<file path="src/rtl/io_frame_controller.sv">
// io_frame_controller: host-side frame mover for the segmented data memory.
// Loads one frame of pixels into the input segment, raises start_io, waits
// for the processor's done pulse, then streams the output segment to the sink.
//
// state   | meaning
// --------+---------------------------------------------------------------
// S_IDLE  | no frame in progress; first in_valid opens a new frame
// S_LOAD  | accepting input pixels, writing them to the input segment
// S_START | start_io just raised; processor cannot have answered yet
// S_WAIT  | start_io held, waiting for the processor's done pulse
// S_DRAIN | reading the output segment and streaming it to the sink

module io_frame_controller #(
  parameter int ADDR_WIDTH = 24,
  parameter int PIXEL      = 8,
  parameter int NUM_PIXELS = 90000,
  parameter int IN_BASE    = 302,
  parameter int OUT_BASE   = 90302
) (
  input  logic                  clk,
  input  logic                  rst_n,
  input  logic                  in_valid,
  output logic                  in_ready,
  input  logic [PIXEL-1:0]      in_data,
  output logic                  mem_we,
  output logic [ADDR_WIDTH-1:0] mem_waddr,
  output logic [PIXEL-1:0]      mem_wd,
  output logic [ADDR_WIDTH-1:0] mem_raddr,
  output logic                  mem_re,
  input  logic [PIXEL-1:0]      mem_rd,
  output logic                  start_io,
  input  logic                  cpu_done,
  output logic                  out_valid,
  input  logic                  out_ready,
  output logic [PIXEL-1:0]      out_data,
  output logic                  busy
);

  localparam int CW = $clog2(NUM_PIXELS + 1);
  localparam logic [CW-1:0] CNT_LAST = CW'(NUM_PIXELS - 1);
  localparam logic [CW-1:0] CNT_FULL = CW'(NUM_PIXELS);
  localparam logic [ADDR_WIDTH-1:0] IN_BASE_A  = ADDR_WIDTH'(IN_BASE);
  localparam logic [ADDR_WIDTH-1:0] OUT_BASE_A = ADDR_WIDTH'(OUT_BASE);

  // The two segments must not overlap, or loading would corrupt results.
  if (IN_BASE + NUM_PIXELS - 1 >= OUT_BASE) begin : g_seg_overlap
    $error("io_frame_controller: input segment overlaps output segment");
  end

  typedef enum logic [2:0] {
    S_IDLE  = 3'd0,
    S_LOAD  = 3'd1,
    S_START = 3'd2,
    S_WAIT  = 3'd3,
    S_DRAIN = 3'd4
  } state_t;

  state_t          state_q, state_d;
  logic [CW-1:0]   wcnt_q, wcnt_d;
  logic [CW-1:0]   rcnt_q, rcnt_d;
  logic [CW-1:0]   ocnt_q, ocnt_d;
  logic            in_ready_q, in_ready_d;
  logic            start_io_q, start_io_d;
  logic            inflight_q, inflight_d;
  logic [1:0]      fifo_cnt_q, fifo_cnt_d;
  logic [PIXEL-1:0] fifo0_q, fifo0_d;
  logic [PIXEL-1:0] fifo1_q, fifo1_d;

  logic            wr_fire;
  logic            out_fire;
  logic            rd_fire;
  logic [1:0]      occ;

  assign in_ready  = in_ready_q;
  assign start_io  = start_io_q;
  assign busy      = (state_q != S_IDLE);
  assign out_valid = (fifo_cnt_q != 2'd0);
  assign out_data  = fifo0_q;
  assign mem_we    = wr_fire;
  assign mem_wd    = wr_fire ? in_data : '0;
  assign mem_waddr = IN_BASE_A + ADDR_WIDTH'(wcnt_q);
  assign mem_raddr = OUT_BASE_A + ADDR_WIDTH'(rcnt_q);
  assign mem_re    = rd_fire;

  // Handshake strobes; a read is issued only if the skid buffer will still
  // have room once this cycle's pop (if any) is taken into account, which is
  // what lets the drain sustain one pixel per cycle.
  always_comb begin
    wr_fire  = (state_q == S_LOAD) && in_ready_q && in_valid;
    out_fire = out_valid && out_ready;
    occ      = fifo_cnt_q + {1'b0, inflight_q} - {1'b0, out_fire};
    rd_fire  = (state_q == S_DRAIN) && (occ < 2'd2) && (rcnt_q < CNT_FULL);
  end

  // Frame sequencing: next state, counters and registered control outputs.
  always_comb begin
    state_d    = state_q;
    wcnt_d     = wcnt_q;
    rcnt_d     = rcnt_q;
    ocnt_d     = ocnt_q;
    in_ready_d = in_ready_q;
    start_io_d = start_io_q;
    inflight_d = rd_fire;
    case (state_q)
      S_IDLE: begin
        if (in_valid) begin
          state_d    = S_LOAD;
          in_ready_d = 1'b1;
          wcnt_d     = '0;
        end
      end
      S_LOAD: begin
        if (wr_fire) begin
          if (wcnt_q == CNT_LAST) begin
            state_d    = S_START;
            in_ready_d = 1'b0;
            start_io_d = 1'b1;
            wcnt_d     = '0;
          end else begin
            wcnt_d = wcnt_q + 1'b1;
          end
        end
      end
      S_START: begin
        state_d = S_WAIT;
      end
      S_WAIT: begin
        if (cpu_done) begin
          state_d    = S_DRAIN;
          start_io_d = 1'b0;
          rcnt_d     = '0;
          ocnt_d     = '0;
        end
      end
      S_DRAIN: begin
        if (rd_fire) begin
          rcnt_d = rcnt_q + 1'b1;
        end
        if (out_fire) begin
          if (ocnt_q == CNT_LAST) begin
            state_d = S_IDLE;
            ocnt_d  = '0;
            rcnt_d  = '0;
          end else begin
            ocnt_d = ocnt_q + 1'b1;
          end
        end
      end
      default: begin
        state_d = S_IDLE;
      end
    endcase
  end

  // Two-entry skid buffer: fifo0 is the head and drives out_data directly.
  always_comb begin
    fifo0_d    = fifo0_q;
    fifo1_d    = fifo1_q;
    fifo_cnt_d = fifo_cnt_q;
    case ({inflight_q, out_fire})
      2'b10: begin
        if (fifo_cnt_q == 2'd0) begin
          fifo0_d = mem_rd;
        end else begin
          fifo1_d = mem_rd;
        end
        fifo_cnt_d = fifo_cnt_q + 2'd1;
      end
      2'b01: begin
        fifo0_d    = fifo1_q;
        fifo_cnt_d = fifo_cnt_q - 2'd1;
      end
      2'b11: begin
        if (fifo_cnt_q == 2'd1) begin
          fifo0_d = mem_rd;
        end else begin
          fifo0_d = fifo1_q;
          fifo1_d = mem_rd;
        end
      end
      default: begin
      end
    endcase
  end

  // State register; reset abandons any frame and drops start_io at once.
  always_ff @(posedge clk or negedge rst_n) begin
    if (!rst_n) begin
      state_q    <= S_IDLE;
      wcnt_q     <= '0;
      rcnt_q     <= '0;
      ocnt_q     <= '0;
      in_ready_q <= 1'b0;
      start_io_q <= 1'b0;
      inflight_q <= 1'b0;
      fifo_cnt_q <= 2'd0;
      fifo0_q    <= '0;
      fifo1_q    <= '0;
    end else begin
      state_q    <= state_d;
      wcnt_q     <= wcnt_d;
      rcnt_q     <= rcnt_d;
      ocnt_q     <= ocnt_d;
      in_ready_q <= in_ready_d;
      start_io_q <= start_io_d;
      inflight_q <= inflight_d;
      fifo_cnt_q <= fifo_cnt_d;
      fifo0_q    <= fifo0_d;
      fifo1_q    <= fifo1_d;
    end
  end

endmodule
</file>
<file path="config.mk">
export PLATFORM = sky130hd
export DESIGN_NAME = io_frame_controller
export DESIGN_NICKNAME = d
export VERILOG_FILES = /design/src/rtl/io_frame_controller.sv
export SDC_FILE = /design/constraint.sdc
export NUM_CORES = 1
export LEC_CHECK = 0
export CAP_MARGIN = 20
export CORE_MARGIN = 2
export CORE_UTILIZATION = 40
export CTS_BUF_LIST = sky130_fd_sc_hd__clkbuf_2 sky130_fd_sc_hd__clkbuf_4 sky130_fd_sc_hd__clkbuf_8
export DETAILED_ROUTE_END_ITERATION = 8
export PLACE_DENSITY_LB_ADDON = 0.12
export SLEW_MARGIN = 20
export SYNTH_ARGS = -nofsm -noshare
export SYNTH_HDL_FRONTEND = slang
export SYNTH_SLANG_ARGS = --single-unit
</file>
<file path="constraint.sdc">
create_clock -name clk -period 3.7 [get_ports clk]
set_input_delay 0.555 -clock clk [delete_from_list [all_inputs] [get_ports clk]]
set_output_delay 0.555 -clock clk [all_outputs]
set_load 0.05 [all_outputs]
</file>
==> run_results.csv <==
group,metric,value,unit
run_status,status,"complete, no violations",
setup_path,cp-start-kind,"register",
setup_path,crit_family,"buffers and inverters",
layout,drive_above_1_share,0.1065,
layout,multi_input_area,2557,um^2
cts,cts_buffers,9,
routing,vias,3843,
floorplanning,initial_utilization,0.4106,
cts,cts_tree,"done",
routing,antenna_left,0,
floorplanning,die_width,112.5,um
cts,cts_hold_buf,0,
sta,min_period,3.390,ns
cts,post-cts-setup-buffers,0,
sta,rsz0062_at_grt,"false",
yosys,ys.warnings.count,0,
layout,nNetsFinal,629,
yosys,synth_cells,534,
setup_path,worstPathCellList,"inv_1 -> ha_1 -> nand2b_1 -> a21oi_1 -> o21bai_1 -> nand3_1 -> xnor2_1 -> clkdlybuf4s50_1",
pwr,design_power_total,0.003218,W
floorplanning,fp.coreArea,11470,um^2
yosys,ys_async_sr_fraction,1.000,
sta,fin_ws,0.3099,ns
routing,drt_iter0_drc,155,
yosys,yosysUniqueCellTypes,60,
floorplanning,die_y,112.5,um
yosys,synthFlopType,"dfrtp_1",
global_route,antenna_found_initial,0,
global_route,grt_pass1_wl,18130,um
global_route,grt_max_degree,76,
setup_path,critPathBufInv,2,
place,dpl.hpwl,7547,um
flow_run,drv_cap,0,
cts,cts_buffer_depth,2,
layout,fillers,1093,
setup_path,crit_arrival,2.84,ns
layout,final_core_util,0.5018,
place,portBuffers,78,
yosys,synth_area,4708,um^2
setup_path,slowest_stage,"clkdlybuf4s50_1",
sta,skew,0.009266,ns
setup_path,critical_path_class,"register to primary output",
layout,antenna_cells,0,
setup_path,cp_slowest_stage_delay,0.82,ns
routing,via_per_inst,5.165,
pwr,leakage,2.408,nW
place,pre_cts_ws,0.5025,ns
min_path,hold_path_class,"input pin to async pin",
cts,root_buffer,"clkbuf_8",
setup_path,worstSetupEndpointType,"primary output",
yosys,synth.ff_latch_count,75,
yosys,yosysSeqAreaShare,0.3986,
setup_path,worstPathMaxFanout,8,
global_route,track_usage,0.1766,
cts,clk_latency,0.36,ns
cts,cts-resized-gates,0,
cts,tritoncts_num_sinks,75,
routing,drc,0,
layout,syn_to_final_growth,22.22,%
routing,post_drt_wl_per_cell,14.29,um
global_route,grt-ovfl-total,0,
yosys,synth-edff-count,0,
sta,maxSlewViolCount,0,
pwr,ir_worst_vdd,678.5,uV
floorplanning,boundaryPins,91,
place,gp_congestion,0.8140,
routing,dr.pass1.iters,4,
pwr,power.density,559.3,nW/um^2
routing,drt-total-wl,10630,um
layout,register_area,1877,um^2
floorplanning,dieArea,12650,um^2
sta,tightest_slew,0.9158,ns
sta,fin_crit_sh,0.9162,
floorplanning,rows,39,
sta,slew_headroom,0.3864,
cts,clk_pin_slew,0.08,ns
yosys,syn-mean-instance-area,8.817,um^2
sta,setup_viol,0,
sta,fin_tns_setup,0,ns
global_route,grt_pass1_vias,3685,
sta,hold_violations,0,
sta,max_freq,295.0,MHz
cts,htree_levels,3,
setup_path,required,3.14,ns
path summary, 6_finish.rpt:
kind / start / to / slack [ns] / cells after the start
worst max-delay path: wcnt_q[2] / mem_waddr[11] / 0.31 / 8
worst min-delay path: rst_n / wcnt_q[5] / 0.08 / 1
worst max register to register: fifo_cnt_q[0] / rcnt_q[4] / 1.06 / 9
worst min register to register: out_data[0] / out_data[0] / 0.48 / 2
max in group asynchronous: rst_n / wcnt_q[12] / 3.05 / 2
min in group clk: out_data[0] / out_data[0] / 0.48 / 2
cell families (layout without fill, tap and decap cells):
family | count (synthesis) | in the layout | synth area share
flip-flops | 75 | 75 | 0.3986
XOR/XNOR | 57 | 57 | 0.1076
AO/OA/AOI/OAI | 80 | 80 | 0.1044
other | 1 | 12 | 0.0007965
multiplexers | 8 | 8 | 0.01913
AND/OR/NAND/NOR | 241 | 241 | 0.2732
adder cells (fa/ha/maj) | 11 | 11 | 0.02923
buffers and inverters | 61 | 117 | 0.06697
Yosys cell counts, types with 5 or more instances:
cell | instances | area (um^2)
and3_1 | 5 | 31.28
nand2b_1 | 10 | 62.56
a21oi_1 | 18 | 90.09
nand4_1 | 5 | 31.28
nand2_1 | 61 | 229.0
buf_2 | 8 | 40.04
inv_1 | 18 | 67.56
nor3_1 | 18 | 90.09
a22oi_1 | 8 | 60.06
clkbuf_1 | 14 | 52.55
nor2_1 | 55 | 206.5
xor2_1 | 19 | 166.4
or3_1 | 11 | 68.82
and2_1 | 10 | 62.56
ha_1 | 11 | 137.6
and4_1 | 6 | 52.55
dfrtp_1 | 75 | 1877
o21ai_0 | 31 | 155.2
mux2_2 | 8 | 90.09
or2_2 | 5 | 31.28
xnor2_1 | 37 | 324.1
buf_4 | 14 | 105.1
nand3_1 | 20 | 100.1
per-layer routing:
metal  vias to the layer above  wire length (um)  track usage
li1                       1924                 -            -
met3                        14               489      0.03564
met5                         -                 0            0
met4                         0               192      0.07317
met2                        95              4756       0.2675
met1                      1810              5195       0.2477
area by class of cell:
| cell class | instances | share of cell area |
|---|---|---|
| clock inverters | 4 | 0.01696 |
| inverters | 19 | 0.01239 |
| clock buffers | 11 | 0.02631 |
| repair buffers | 83 | 0.1426 |
| flip-flops and latches | 75 | 0.3262 |
| multi-input cells | 409 | 0.4444 |
| well taps | 143 | 0.03109 |
cell usage in the layout, fill, tap and decap left out, types with 4 or more instances in the layout:
master,Yosys,routed
nor2b_1,4,4
mux2_2,8,8
nand4_1,5,5
and2_1,10,10
dfrtp_1,75,75
inv_1,18,18
clkbuf_8,0,11
buf_4,14,14
xor2_1,19,19
conb_1,1,12
xnor2_1,37,37
o31ai_1,4,4
and4_1,6,6
and3_1,5,5
o21ai_0,31,31
nand2b_1,10,10
nor2_2,4,4
or2_2,5,5
nor3_1,18,18
nand2_1,61,61
nand3_1,20,20
nor4_2,4,4
a22oi_1,8,8
ha_1,11,11
clkdlybuf4s50_1,0,65
nor2_1,55,55
or3_1,11,11
a21oi_1,18,18
power breakdown:
part	switching [W]	total, W	internal [W]
Clock	0.000314	0.000795	0.000481
Sequential	0.000120	0.00104	0.000925
Combinational	0.000924	0.00138	0.000454
Total	0.00136	0.00322	0.00186
per-stage QoR:
| stage | instance area [um^2] | cells | hold slack [ns] |
|---|---|---|---|
| final | 5754 | 744 | 0.08387 |
| after global routing | 5754 | 744 | 0.09432 |
| after CTS | 5719 | 743 | 0.3854 |
| after detailed placement | 5470 | 728 | 0.4699 |
| after global placement | 5470 | 728 | 0.4669 |
| after floorplan | 4750 | 545 | 0.2594 |
state kept, by name, indices dropped and copies added (netlist names):
register / flops
ocnt_q: 17
rcnt_q: 17
wcnt_q: 17
fifo1_q: 8
out_data: 8
state_q: 3
fifo_cnt_q: 2
in_ready: 1
inflight_q: 1
start_io: 1
(Power assumes the default switching activity.)
==> variant (same settings) <==
The parameter `PIXEL` goes from 8 to 9.
--- a/src/rtl/io_frame_controller.sv
+++ b/src/rtl/io_frame_controller.sv
@@ -12,7 +12,7 @@
 
 module io_frame_controller #(
   parameter int ADDR_WIDTH = 24,
-  parameter int PIXEL      = 8,
+  parameter int PIXEL      = 9,
   parameter int NUM_PIXELS = 90000,
   parameter int IN_BASE    = 302,
   parameter int OUT_BASE   = 90302
Ports: changed (resized in_data, mem_rd, mem_wd and out_data); port bits go from 91 to 95. The function was not compared with the original's and may differ.
==> variant against the original RTL <==
  * Synthesized area fell by 0.61%
  * Sequential cell count is 2 higher
  * Total power shrank 13%
  * First-iteration DRC count up 34%
  * Final area shrank 0.20%
  * Wire length is essentially flat
  * Worst setup slack lost 0.11 ns
  * Global-route usage is 0.076 points lower
==> variant: results (changes against the original RTL) <==
metric,value,unit,change
status,"complete, no violations",,
synth_compound_area_share,9.68,%,-0.76 points
p_sw,1.16,mW,-14%
grt_pass1_vias,3727,,+1.1%
clkLatencyLatePin,0.37,ns,
final_cells,742,,-0.27%
track_usage,17.6,%,-0.076 points
portBuffers,82,,+5.1%
irDropWorstVdd,0.370,mV,-46%
r2r_slack,1.11,ns,+0.05 ns
arrival,2.95,ns,+0.11 ns
grt_max_degree,78,,+2.6%
synth_area_leaders,"dfrtp_1 (41%), xnor2_1 (8.2%), nor2_1 (5.9%)",,
synth.mux.area_fraction,2.17,%,+0.25 points
worst_slew_pin_slew,0.837,ns,-0.0786 ns
wl,10600,microns,about the same
crit_path_max_incr_delay,0.83,ns,
vias_per_cell,5.19,,+0.56%
drv_cap,0,,unchanged
final_nets,629,,unchanged
ys_types,61,,+1.7%
fin_hold_ws,0.213,ns,+0.129 ns
cp_slowest_cell,clkdlybuf4s50_1,,
synth.avg_cell_area,8.93,sq um,+1.3%
clockBufferDepth,2,,unchanged
r2r_cells,8,,-1
synth.yosys.seq_area_share,41.2,%,+1.3 points
synthAdderAreaFrac,2.94,%,+0.018 points
diodes,0,,unchanged
finalWeightedCongestion,0.808,,-0.70%
drive_gt1_share,7.35,%,-3.3 points
timing.rr.end,rcnt_q[13],,
drt-pass1-iter-count,4,,unchanged
reg2reg_from,fifo_cnt_q[0],,
async_reset_ff_share,100,%,unchanged
fillers,1120,,+2.5%
grt_pass1_wl,17900,microns,-0.99%
yosys-top-cells-count,"dfrtp_1 (77), nor2_1 (74), nand2_1 (54)",,
antenna_found_initial,0,,unchanged
ys_warn_count,0,,unchanged
initialDrtViolationCount,208,,+34%
finClkSkew,0.0142,ns,+0.00491 ns
htreeDepth,3,,unchanged
dp_cells,727,,-0.14%
cts_buffers,9,,unchanged
critPathMaxFanout,6,,-2
hpwl,7450,microns,-1.3%
clockRootBuffer,clkbuf_8,,
synth_xor_area_share,12.5,%,+1.8 points
largestRegisters,"ocnt_q: 17 flops, rcnt_q: 17 flops, wcnt_q: 17 flops",,
p_leak,2.53,nW,+5.2%
crit_family,buffers and inverters,,
variant: cell types whose count changed after synthesis, moves of 6 or more:
cell	unedited run	this run
o21ai_0	31	17
a21oi_1	18	11
nor2_1	55	74
nand2_1	61	54
and3_1	5	11
xnor2_1	37	44
nand3_1	20	14
variant: final cells by class:
cell class	instances	share of cell area [%]
well taps	143	3.12
flip-flops and latches	77	33.6
clock buffers	11	2.64
multi-input cells	399	43.4
repair buffers	84	14.8
inverters	24	1.66
clock inverters	4	0.828
variant: worst max path at each step:
stage,startpoint,end,slack (ns),cells after the start
CTS,rcnt_q[3],mem_raddr[12],0.08,6
global route,wcnt_q[2],mem_waddr[13],0.01,9
global placement,rcnt_q[3],mem_raddr[14],0.46,7
detailed placement,rcnt_q[3],mem_raddr[14],0.38,7
finish,wcnt_q[2],mem_waddr[13],0.20,9
floorplan,rcnt_q[3],mem_raddr[16],0.58,7
variant: logic make-up (layout without fill, tap and decap cells):
group,after synthesis,count (layout)
xor+xnor,66,66
mux,9,9
flops,77,77
other cells,1,12
compound gates,68,68
buf+inv,59,123
simple gates,233,233
fa+ha+maj,11,11
variant: stage by stage:
stage	utilization (%)	setup WS, ns	cell area (sq um)
4_1_cts	50.2	0.0834	5730
2_1_floorplan	-	0.580	4720
3_3_place_gp	48.5	0.457	5530
3_5_place_dp	48.5	0.381	5530
6_report	50.3	0.198	5740
5_1_grt	50.3	0.0124	5740
variant: power by group through the flow:
stage | clock [mW] | combinational, mW | sequential (mW)
floorplan | 0 | 0.643 | 1.18
global placement | 0 | 1.14 | 1.03
detailed placement | 0 | 1.14 | 1.03
CTS | 0.681 | 1.15 | 1.02
global route | 0.718 | 1.22 | 1.03
finish | 0.661 | 1.14 | 1.02
variant: repair_timing:
item	in CTS	in global routing
buffers inserted	0	0
endpoints found under the setup margin	1	3
endpoints found under the hold margin	0	0
gates resized for setup	1	3
variant: routing by layer:
metal | global-route usage, % | up-vias | part of all wire, %
met3 | 5.02 | 15 | 5.4
met5 | 0 | - | 0
met1 | 23.5 | 1853 | 48
li1 | - | 1900 | -
met2 | 27.6 | 86 | 45
met4 | 6.02 | 0 | 1.4
variant: worst reg2reg max path, cell delays in order (launching register included):
cell and delay, ns:
dfrtp_1 0.42, inv_1 0.06, ha_1 0.24, or4b_1 0.53, o21ai_2 0.10, xnor2_2 0.20
nor3_4 0.33, or4b_1 0.46, a21oi_1 0.16
